**src/rtl/si_header_pkg.sv**
```systemverilog
// Shared constants and types for the Time Tagger header filter.
// Byte offsets index the first beat in tdata byte order.
package si_header_pkg;

  localparam logic [15:0] ETHERTYPE_SI = 16'h9B80;
  localparam logic [31:0] MAGIC_SITT   = 32'h54544953;

  localparam int OFF_ETH   = 12;
  localparam int OFF_MAGIC = 14;
  localparam int OFF_VER   = 18;
  localparam int OFF_TYPE  = 19;
  localparam int OFF_SEQ   = 24;

  typedef enum logic [1:0] {
    HDR  = 2'd0,
    PASS = 2'd1,
    DROP = 2'd2
  } hdr_state_t;

  typedef struct packed {
    logic [15:0] eth;
    logic [31:0] magic;
    logic [7:0]  ver;
    logic [7:0]  typ;
    logic [31:0] seq;
  } hdr_fields_t;

  function automatic hdr_fields_t get_hdr(
    input logic [255:0] b
  );
    hdr_fields_t f;
    f.eth   = b[OFF_ETH*8   +: 16];
    f.magic = b[OFF_MAGIC*8 +: 32];
    f.ver   = b[OFF_VER*8   +: 8];
    f.typ   = b[OFF_TYPE*8  +: 8];
    f.seq   = b[OFF_SEQ*8   +: 32];
    return f;
  endfunction

endpackage

```
**src/rtl/si_axis_skid_reg.sv**
```systemverilog
// Two-entry registered AXI4-Stream output stage.
// Ready is a register, so no combinational path crosses it.
module si_axis_skid_reg #(
  parameter int DATA_WIDTH = 256,
  parameter int KEEP_WIDTH = DATA_WIDTH / 8
) (
  input  logic                  clk,
  input  logic                  rst_n,
  input  logic                  in_valid,
  output logic                  in_ready,
  input  logic [DATA_WIDTH-1:0] in_data,
  input  logic                  in_last,
  input  logic [KEEP_WIDTH-1:0] in_keep,
  output logic                  out_valid,
  input  logic                  out_ready,
  output logic [DATA_WIDTH-1:0] out_data,
  output logic                  out_last,
  output logic [KEEP_WIDTH-1:0] out_keep
);

  localparam int W = DATA_WIDTH + KEEP_WIDTH + 1;

  logic [W-1:0] in_b;
  logic [W-1:0] out_q;
  logic [W-1:0] sk_q;
  logic         out_v;
  logic         sk_v;
  logic         push;
  logic         pop;
  logic         load_in;
  logic         load_sk;
  logic         pop_sk;
  logic         drain;

  assign in_b     = {in_last, in_keep, in_data};
  assign in_ready = !sk_v;
  assign push     = in_valid && in_ready;
  assign pop      = out_v && out_ready;

  assign load_in = push && (!out_v || out_ready);
  assign load_sk = push && out_v && !out_ready;
  assign pop_sk  = !push && pop && sk_v;
  assign drain   = !push && pop && !sk_v;

  always_ff @(posedge clk or negedge rst_n) begin
    if (!rst_n) begin
      out_q <= '0;
      sk_q  <= '0;
      out_v <= 1'b0;
      sk_v  <= 1'b0;
    end else begin
      unique case (1'b1)
        load_in: begin
          out_q <= in_b;
          out_v <= 1'b1;
        end
        load_sk: begin
          sk_q <= in_b;
          sk_v <= 1'b1;
        end
        pop_sk: begin
          out_q <= sk_q;
          sk_v  <= 1'b0;
        end
        drain: out_v <= 1'b0;
        default: ;
      endcase
    end
  end

  assign out_valid = out_v;
  assign {out_last, out_keep, out_data} = out_q;

endmodule

```
**src/rtl/si_header_filter.sv**
```systemverilog
// Time Tagger header parser: validates beat 0, drops foreign
// frames whole, tracks sequence gaps and keeps frame statistics.
module si_header_filter
  import si_header_pkg::*;
#(
  parameter int         DATA_WIDTH  = 256,
  parameter int         KEEP_WIDTH  = DATA_WIDTH / 8,
  parameter logic [7:0] MAX_VERSION = 8'h00,
  parameter logic [7:0] ACCEPT_TYPE = 8'h00,
  parameter int         CNT_WIDTH   = 32
) (
  input  logic                  clk,
  input  logic                  rst_n,
  input  logic                  s_axis_tvalid,
  output logic                  s_axis_tready,
  input  logic [DATA_WIDTH-1:0] s_axis_tdata,
  input  logic                  s_axis_tlast,
  input  logic [KEEP_WIDTH-1:0] s_axis_tkeep,
  output logic                  m_axis_tvalid,
  input  logic                  m_axis_tready,
  output logic [DATA_WIDTH-1:0] m_axis_tdata,
  output logic                  m_axis_tlast,
  output logic [KEEP_WIDTH-1:0] m_axis_tkeep,
  input  logic                  clear_stats,
  output logic                  lost_packet,
  output logic [CNT_WIDTH-1:0]  lost_count,
  output logic [CNT_WIDTH-1:0]  pass_count,
  output logic [CNT_WIDTH-1:0]  drop_count,
  output logic                  invalid_packet
);

  if (DATA_WIDTH != 256 && DATA_WIDTH != 512) begin : g_bad_width
    $error("si_header_filter: DATA_WIDTH must be 256 or 512");
  end

  localparam int SW = ((CNT_WIDTH > 32) ? CNT_WIDTH : 32) + 1;
  localparam logic [SW-1:0] CNT_MAX =
    {{(SW-CNT_WIDTH){1'b0}}, {CNT_WIDTH{1'b1}}};

  hdr_state_t  state;
  hdr_state_t  state_d;
  hdr_fields_t hf;
  logic        hdr_ok;
  logic        skid_ready;
  logic        s_hs;
  logic        in_hdr;
  logic        in_pass;
  logic        hdr_take;
  logic        hdr_drop;
  logic        pass_end;
  logic        fwd;
  logic        synced;
  logic [31:0] expected_seq;
  logic [31:0] gap;
  logic        seq_gap;
  logic [SW-1:0]        lost_sum;
  logic [CNT_WIDTH-1:0] lost_next;

  assign hf = get_hdr(s_axis_tdata[255:0]);

  assign hdr_ok = (&s_axis_tkeep[31:0])
    && (hf.eth == ETHERTYPE_SI)
    && (hf.magic == MAGIC_SITT)
    && (hf.ver <= MAX_VERSION)
    && (hf.typ == ACCEPT_TYPE)
    && !s_axis_tlast;

  assign in_hdr  = (state == HDR);
  assign in_pass = (state == PASS);

  // Ready never looks at tdata; the header check only steers the push.
  assign s_axis_tready = (state == DROP) ? 1'b1 : skid_ready;
  assign s_hs          = s_axis_tvalid && s_axis_tready;

  assign hdr_take = s_hs && in_hdr && hdr_ok;
  assign hdr_drop = s_hs && in_hdr && !hdr_ok;
  assign pass_end = s_hs && in_pass && s_axis_tlast;
  assign fwd      = s_hs && (in_pass || (in_hdr && hdr_ok));

  always_comb begin
    state_d = state;
    unique case (1'b1)
      hdr_take: state_d = PASS;
      hdr_drop: state_d = s_axis_tlast ? HDR : DROP;
      (s_hs && !in_hdr && s_axis_tlast): state_d = HDR;
      default: ;
    endcase
  end

  always_ff @(posedge clk or negedge rst_n) begin
    if (!rst_n) begin
      state <= HDR;
    end else begin
      state <= state_d;
    end
  end

  assign invalid_packet = (state == DROP);

  // Sequence zero is a sender restart: resync without counting loss.
  assign gap     = hf.seq - expected_seq;
  assign seq_gap = hdr_take && synced
    && (hf.seq != 32'd0) && (hf.seq != expected_seq);

  always_ff @(posedge clk or negedge rst_n) begin
    if (!rst_n) begin
      synced       <= 1'b0;
      expected_seq <= 32'd0;
    end else if (hdr_take) begin
      synced       <= 1'b1;
      expected_seq <= hf.seq + 32'd1;
    end
  end

  assign lost_sum  = SW'(lost_count) + SW'(gap);
  assign lost_next = (lost_sum > CNT_MAX) ?
    {CNT_WIDTH{1'b1}} : lost_sum[CNT_WIDTH-1:0];

  always_ff @(posedge clk or negedge rst_n) begin
    if (!rst_n) begin
      pass_count  <= '0;
      drop_count  <= '0;
      lost_count  <= '0;
      lost_packet <= 1'b0;
    end else if (clear_stats) begin
      pass_count  <= '0;
      drop_count  <= '0;
      lost_count  <= '0;
      lost_packet <= 1'b0;
    end else begin
      if (pass_end) begin
        pass_count <= pass_count + CNT_WIDTH'(~&pass_count);
      end
      if (hdr_drop) begin
        drop_count <= drop_count + CNT_WIDTH'(~&drop_count);
      end
      if (seq_gap) begin
        lost_packet <= 1'b1;
        lost_count  <= lost_next;
      end
    end
  end

  si_axis_skid_reg #(
    .DATA_WIDTH(DATA_WIDTH),
    .KEEP_WIDTH(KEEP_WIDTH)
  ) u_out (
    .clk      (clk),
    .rst_n    (rst_n),
    .in_valid (fwd),
    .in_ready (skid_ready),
    .in_data  (s_axis_tdata),
    .in_last  (s_axis_tlast),
    .in_keep  (s_axis_tkeep),
    .out_valid(m_axis_tvalid),
    .out_ready(m_axis_tready),
    .out_data (m_axis_tdata),
    .out_last (m_axis_tlast),
    .out_keep (m_axis_tkeep)
  );

endmodule

```
**config.mk**
```make
export PLATFORM = sky130hd
export DESIGN_NAME = si_header_filter
export DESIGN_NICKNAME = d
export VERILOG_FILES = /design/src/rtl/si_header_pkg.sv /design/src/rtl/si_axis_skid_reg.sv /design/src/rtl/si_header_filter.sv
export SDC_FILE = /design/constraint.sdc
export NUM_CORES = 1
export LEC_CHECK = 0
export ABC_AREA = 1
export BUFFER_PORTS_ARGS = -buffer_cell sky130_fd_sc_hd__clkbuf_2
export CORE_UTILIZATION = 45
export DETAILED_ROUTE_END_ITERATION = 8
export HOLD_SLACK_MARGIN = 0.08
export PLACE_DENSITY = 0.71
export SYNTH_ARGS = -nofsm -noshare
export SYNTH_HDL_FRONTEND = slang
export SYNTH_SLANG_ARGS = --single-unit
```
**constraint.sdc**
```tcl
create_clock -name clk -period 4 [get_ports clk]
set_input_delay 0.4 -clock clk [delete_from_list [all_inputs] [get_ports clk]]
set_output_delay 0.4 -clock clk [all_outputs]
set_load 0.01 [all_outputs]
```
# Word level (Yosys, flattened, before mapping)
# Cells that the tools add are included.
[word_totals]
reg_bits = 712
out_inout_bits = 389
input_bits = 294
word_cells = 88
[classes]
reduce_logical = 50
add_sub_neg = 5
order_cmp = 2
mux = 15
n_eq_ne = 5
[ops]
columns = ["op", "count"]
rows = [
  ["$pmux W289 S2", 1],
  ["$mux W32", 7],
  ["$reduce_and A32 Y1", 3],
  ["$add A32 B1 Y32", 2],
  ["$add A32 B32 Y33", 1],
  ["$gt A33 B32 Y1 const B", 1],
  ["$add A32 B1 Y32 const B", 1],
  ["$eq A32 B31 Y1 const B", 1],
  ["$ne A32 B32 Y1", 1],
  ["$reduce_bool A32 Y1", 1],
  ["$sub A32 B32 Y32", 1],
  ["$logic_and A1 B1 Y1", 26],
  ["$eq A16 B16 Y1 const B", 1],
  ["$reduce_bool A2 Y1", 6],
  ["$logic_not A1 Y1", 9],
  ["$le A8 B1 Y1 const B", 1],
  ["$logic_not A8 Y1", 1],
  ["$pmux W2 S3", 1],
  ["$pmux W1 S2", 2],
  ["$mux W1", 3],
  ["$reduce_bool A3 Y1", 1],
  ["$eq A2 B1 Y1 const B", 1],
  ["$eq A2 B2 Y1 const B", 1],
  ["$logic_not A2 Y1", 1],
  ["other kinds (2)", 3],
]

# Longest topological paths before layout
[logic_depth]
ltp_word = 14
depth_mapped = 27
mapped_depth_nobuf = 27

# Hierarchy
# Synthesis repeated with hierarchy kept, for this count alone.
[unflattened]
cells_unflattened = 5759
area_unflattened_um2 = 40631.5
[modules_own_cells]
columns = ["mod", "instances", "cells_each", "seq_area_each_um2", "area_per_inst_um2"]
rows = [
  ["si_axis_skid_reg", 1, 3514, 14513.9, 27233.6],
  ["si_header_filter", 1, 2245, 3303.2, 13397.8],
]

# Worst setup path after synthesis
# No wires, ideal clock.
[synth_path]
kind = "input -> register"
startpoint = "in s_axis_tdata[192]"
endpoint = "reg lost_count[25]"
cell_stages = 27
t_arrival_ns = 3.348
slack_ns = 0.536
setup_ns = 0.117
path_buffers = 1
required_ns = 3.883
path_cell_list = "inv_1 -> ha_1 -> inv_1 -> fa_1 -> nand3_1 -> nand3_1 -> nand2_1 -> nand2_1 -> nand3_1 -> nand3b_1 -> nand2_1 -> nand2_1 -> xor2_1 -> ha_1 -> nand2_1 -> inv_1 -> nand2_1 -> nand2_1 -> nand2_1 -> nand2_1 -> nand2_1 -> nand2_1 -> a21oi_1 -> buf_2 -> nand3_1 -> nand2_1 -> nand2_1"
[synth_via]
elab_chain_len = 6
word_cells_on_any_way = 11
cone_classes = "add/sub (2); order compare (1); eq/ne (1); mux (3); reduce/logical (4)"
[synth_rtl]
columns = ["item", "line_no", "rtl"]
rows = [
  ["start: declaration", "si_header_filter.sv:16", "input logic [DATA_WIDTH-1:0] s_axis_tdata,"],
  ["$sub A32 B32 Y32", "si_header_filter.sv:101", "assign gap = hf.seq - expected_seq;"],
  ["$add A32 B32 Y33", "si_header_filter.sv:115", "assign lost_sum = SW'(lost_count) + SW'(gap);"],
  ["$gt A33 B32 Y1", "si_header_filter.sv:116", "assign lost_next = (lost_sum > CNT_MAX) ?"],
  ["$mux W32", "si_header_filter.sv:116", ""],
  ["$mux W32", "si_header_filter.sv:137", "if (seq_gap) begin"],
  ["$mux W32", "si_header_filter.sv:125", "end else if (clear_stats) begin"],
  ["end signal: assignment", "si_header_filter.sv:139", "lost_count <= lost_next;"],
  ["end: declaration", "si_header_filter.sv:26", "output logic [CNT_WIDTH-1:0] lost_count,"],
]
# Several ways; a longest one is shown, not always the timed one. The select of a mux whose other input is x is not followed.
# A chain may end at the register's enable or synchronous reset.

# Worst setup path in the final report
[layout_path]
startpoint = "reg expected_seq[14]"
endpoint = "reg lost_count[31]"
[layout_via]
elab_chain_len = 6
word_cells_on_any_way = 9
cone_classes = "add/sub (2); order compare (1); eq/ne (1); mux (3); reduce/logical (2)"
[layout_rtl]
columns = ["item", "line_no", "rtl"]
rows = [
  ["start: declaration", "si_header_filter.sv:53", "logic [31:0] expected_seq;"],
  ["start signal: assignment", "si_header_filter.sv:111", "expected_seq <= hf.seq + 32'd1;"],
  ["$sub A32 B32 Y32", "si_header_filter.sv:101", ""],
  ["$add A32 B32 Y33", "si_header_filter.sv:115", ""],
  ["$gt A33 B32 Y1", "si_header_filter.sv:116", ""],
  ["$mux W32", "si_header_filter.sv:116", ""],
  ["$mux W32", "si_header_filter.sv:137", ""],
  ["$mux W32", "si_header_filter.sv:125", ""],
]
# Several ways; a longest one is shown, not always the timed one. The select of a mux whose other input is x is not followed.

==> summary.txt <==
Worst setup path
  – Critical path fanouts, max: 12
  – Critical Path Start Type: register
  – Setup crit end kind: register
  – Class of the most critical setup path: reg -> reg
  – Reg2Reg Depth: 25
  – Reg2Reg Launch Point: expected_seq[14]$_DFFE_PN0P_
  – Flop-to-flop setup slack: 270 ps
  – R2r endpoint: lost_count[31]$_DFFE_PN0P_
  – Critical Path AT: 4270 ps
  – Req. time, crit path: 4540 ps

Logic synthesis
  – Number of synthesized flops with an enable pin: 0
  – Leading register cell type out of synthesis: dfrtp_1
  – Cells after synthesis: 5466
  – Mux contribution to synthesized area: 0
  – Synthesis-stage register bit count: 712
  – Synthesized cell area: 39400 sq um
  – Sequential share of the synthesized area: 0.452
  – Avg Cell Area, Syn: 7.21 sq um
  – Mapped Nets: 5835
  – Synth Area in XOR/XNOR: 0.0175
  – Compound-gate portion of the synthesized area: 0.0604
  – Netlist cell types: 45
  – Ys async rst share: 1.00
  – Post-synthesis simple-gate area fraction: 0.364
  – Synth Warn #: 0
  – Main combinational cell family by area after synthesis: simple AND/OR/NAND/NOR gates
  – Post-Synth Adder-Cell Area: 0.0242

Power
  – Leakage: 26.9 nW
  – Total Power: 23.0 mW
  – Worst VDD drop: 0.406 mV
  – PwrDens: 464 nW/um^2

Floorplan
  – Ports: 683
  – Core ar.: 86800 sq um
  – Starting Density: 0.455
  – DIE AREA: 88800 sq um
  – Row count: 108
  – Die width: 298 um
  – Die H: 298 um

Hold path
  – Worst min-delay path class: in -> reg
  – Hold EP: state[1]$_DFFE_PN0P_
  – Hold path depth: 2
  – Worst Min Path Start: s_axis_tlast

Route
  – Vias: 39900
  – WL/cell: 18.8 um
  – Drt drc: 0
  – Number of vias per cell: 5.28
  – 1st-iter DRT viols: 3605
  – DRT antenna net count: 0
  – Drt pass-1 iters: 6
  – Post-Route WL: 142000 um

Placed design
  – GP Congestion: 0.984
  – Post-DP Area: 44100 sq um
  – Number of port buffers: 682
  – Hpwl dp: 98600 um

Clocking
  – Clock Pin Slew Worst Setup and Hold Paths: 60 ps
  – Clock sink count: 712
  – CTS Buffer Depth: 3
  – CTS tree: yes
  – CTS HTree Levels: 3
  – Worst skew pair latency: 650 ps
  – Root Driver: clkbuf_16
  – TritonCTS buffer count: 80

Finish
  – Share of layout cells above drive strength 1: 0.165
  – Nets: 6702
  – Area grow syn2layout: 25.7%
  – Final Cell Area: 49600 sq um

STA
  – FMAX: 268 MHz
  – Worst Skew: 34.8 ps
  – Final Critical Period: 3730 ps
  – Least-Margin Pin Slew: 958 ps
  – Slew Limit Fails: 0
  – Finish-stage setup viols: 0
  – Max_slew headroom: 0.360
  – Setup TNS: 0 ps
  – Final hold violations: 0
  – Tcrit/Tclk final: 0.932

GRT
  – Initial antenna violation count: 15
  – Number of global-route vias before repair: 37900
  – Grt ovf: 0
  – First-pass GRT wire length: 220000 um
  – GRT Overall Usage: 0.314
  – Largest net degree at the start of global routing: 169

Outcome
  – Status: completed

Run
  – Max Cap Violations: 0
==> stage by stage <==
stage / instances / worst slack [ps] / util / hold WS, ps
2_1_floorplan: 5466 / 536 / - / 104
4_1_cts: 7546 / 159 / 0.569 / 91.2
3_3_place_gp: 7147 / 172 / 0.508 / 453
6_report: 7567 / 271 / 0.571 / 124
5_1_grt: 7563 / -16.1 / 0.571 / 87.8
3_5_place_dp: 7147 / 119 / 0.508 / 457
==> what timing repair did <==
action,in CTS,in global routing
buffers inserted,0,3
endpoints found under the hold margin,360,0
setup endpoints to repair,0,32
hold buffers,255,0
resized for setup,0,15
==> cells in the final DEF, fill, tap and decap left out, types with 4 or more instances in the layout <==
master | Yosys | layout
inv_6 | 0 | 4
nand3_2 | 71 | 71
diode_2 | 0 | 17
nor3_1 | 65 | 64
buf_4 | 15 | 93
inv_2 | 10 | 11
nand4_1 | 52 | 52
buf_12 | 8 | 27
clkinv_2 | 0 | 15
a31oi_1 | 4 | 4
nor2_2 | 6 | 5
clkbuf_2 | 0 | 680
o21ai_1 | 110 | 110
bufinv_16 | 0 | 8
a21oi_1 | 54 | 51
xnor2_1 | 19 | 19
clkbuf_8 | 0 | 20
and3_1 | 6 | 6
inv_1 | 453 | 451
a21o_1 | 10 | 10
o21ai_0 | 245 | 245
nand3_1 | 586 | 585
dlygate4sd3_1 | 0 | 254
dfrtp_1 | 712 | 712
nand2_1 | 2344 | 2342
o31ai_1 | 10 | 10
nor4_1 | 5 | 5
xor2_1 | 60 | 58
o21bai_1 | 8 | 8
clkbuf_1 | 118 | 12
ha_1 | 73 | 72
or2_2 | 7 | 7
clkbuf_16 | 0 | 83
nor2_1 | 253 | 253
==> logic make-up after synthesis <==
| logic type | after synthesis |
|---|---|
| DFF | 712 |
| and+or+nand+nor | 3408 |
| AOI/OAI and AO/OA | 454 |
| xor gates and xnor gates | 79 |
| buffers and inverters | 738 |
| adders and majority gates | 75 |
==> power by group <==
group / switching [mW] / internal, mW / total (mW)
Clock: 3.17 / 4.63 / 7.80
Combinational: 3.17 / 2.00 / 5.16
Sequential: 1.21 / 8.84 / 10.0
==> metal layers <==
metal | track usage | share of wire
met5 | 0 | 0.00020
met4 | 0.155 | 0.054
met3 | 0.0567 | 0.072
met2 | 0.501 | 0.47
met1 | 0.411 | 0.41
==> critical path, stage by stage, from the launching register on <==
cell	delay, ps
dfrtp_1	320
inv_1	50
ha_1	360
nand2_1	130
buf_4	160
nor2_1	80
inv_1	70
o21ai_0	220
inv_1	60
nand2_1	190
xor2_1	310
ha_1	340
nand2_1	120
inv_1	40
nand2_1	60
nand2_1	70
inv_1	50
nand2_1	80
inv_1	60
nand2_1	120
a21oi_4	200
buf_12	140
clkbuf_16	160
nand3_1	90
nand2_1	70
nand2_1	50
==> worst max-delay path by stage <==
stage                                            start                         end  slack, ps  depth (start not counted)
after detailed placement             s_axis_tdata[192]  lost_count[20]$_DFFE_PN0P_        120                         26
final                     expected_seq[14]$_DFFE_PN0P_  lost_count[31]$_DFFE_PN0P_        270                         25
after floorplan                      s_axis_tdata[192]  lost_count[25]$_DFFE_PN0P_        540                         27
after global placement               s_axis_tdata[192]  lost_count[24]$_DFFE_PN0P_        170                         22
after global routing      expected_seq[14]$_DFFE_PN0P_  lost_count[30]$_DFFE_PN0P_        -20                         25
after CTS                            s_axis_tdata[192]  lost_count[23]$_DFFE_PN0P_        160                         27
==> area by class of cell <==
cell class,instances,area [sq um]
Clock buffer,113,2350
Sequential cell,712,17800
Inverter,464,1760
Antenna cell,17,42.5
Timing Repair Buffer,1059,7270
Multi-Input combinational cell,4016,18500
Clock inverter,31,424
Tap cell,1155,1450
Fill cell,8124,37200
==> cell usage after synthesis, types with 65 or more instances <==
| cell | instances | area [sq um] |
|---|---|---|
| o21ai_0 | 245 | 1230 |
| buf_2 | 100 | 500 |
| nor2_1 | 253 | 950 |
| o21ai_1 | 110 | 551 |
| dfrtp_1 | 712 | 17800 |
| nor3_1 | 65 | 325 |
| nand3_2 | 71 | 711 |
| nand2_1 | 2344 | 8800 |
| inv_1 | 453 | 1700 |
| nand3_1 | 586 | 2930 |
| ha_1 | 73 | 913 |
| clkbuf_1 | 118 | 443 |
==> flip-flops by register name, indices dropped and copies added, names as in the netlist, 2 cells and up <==
name	cells
state	2
pass_count	32
lost_count	32
u_out.sk_q	289
u_out.out_q	289
drop_count	32
expected_seq	32
(Power assumes the default switching activity.)
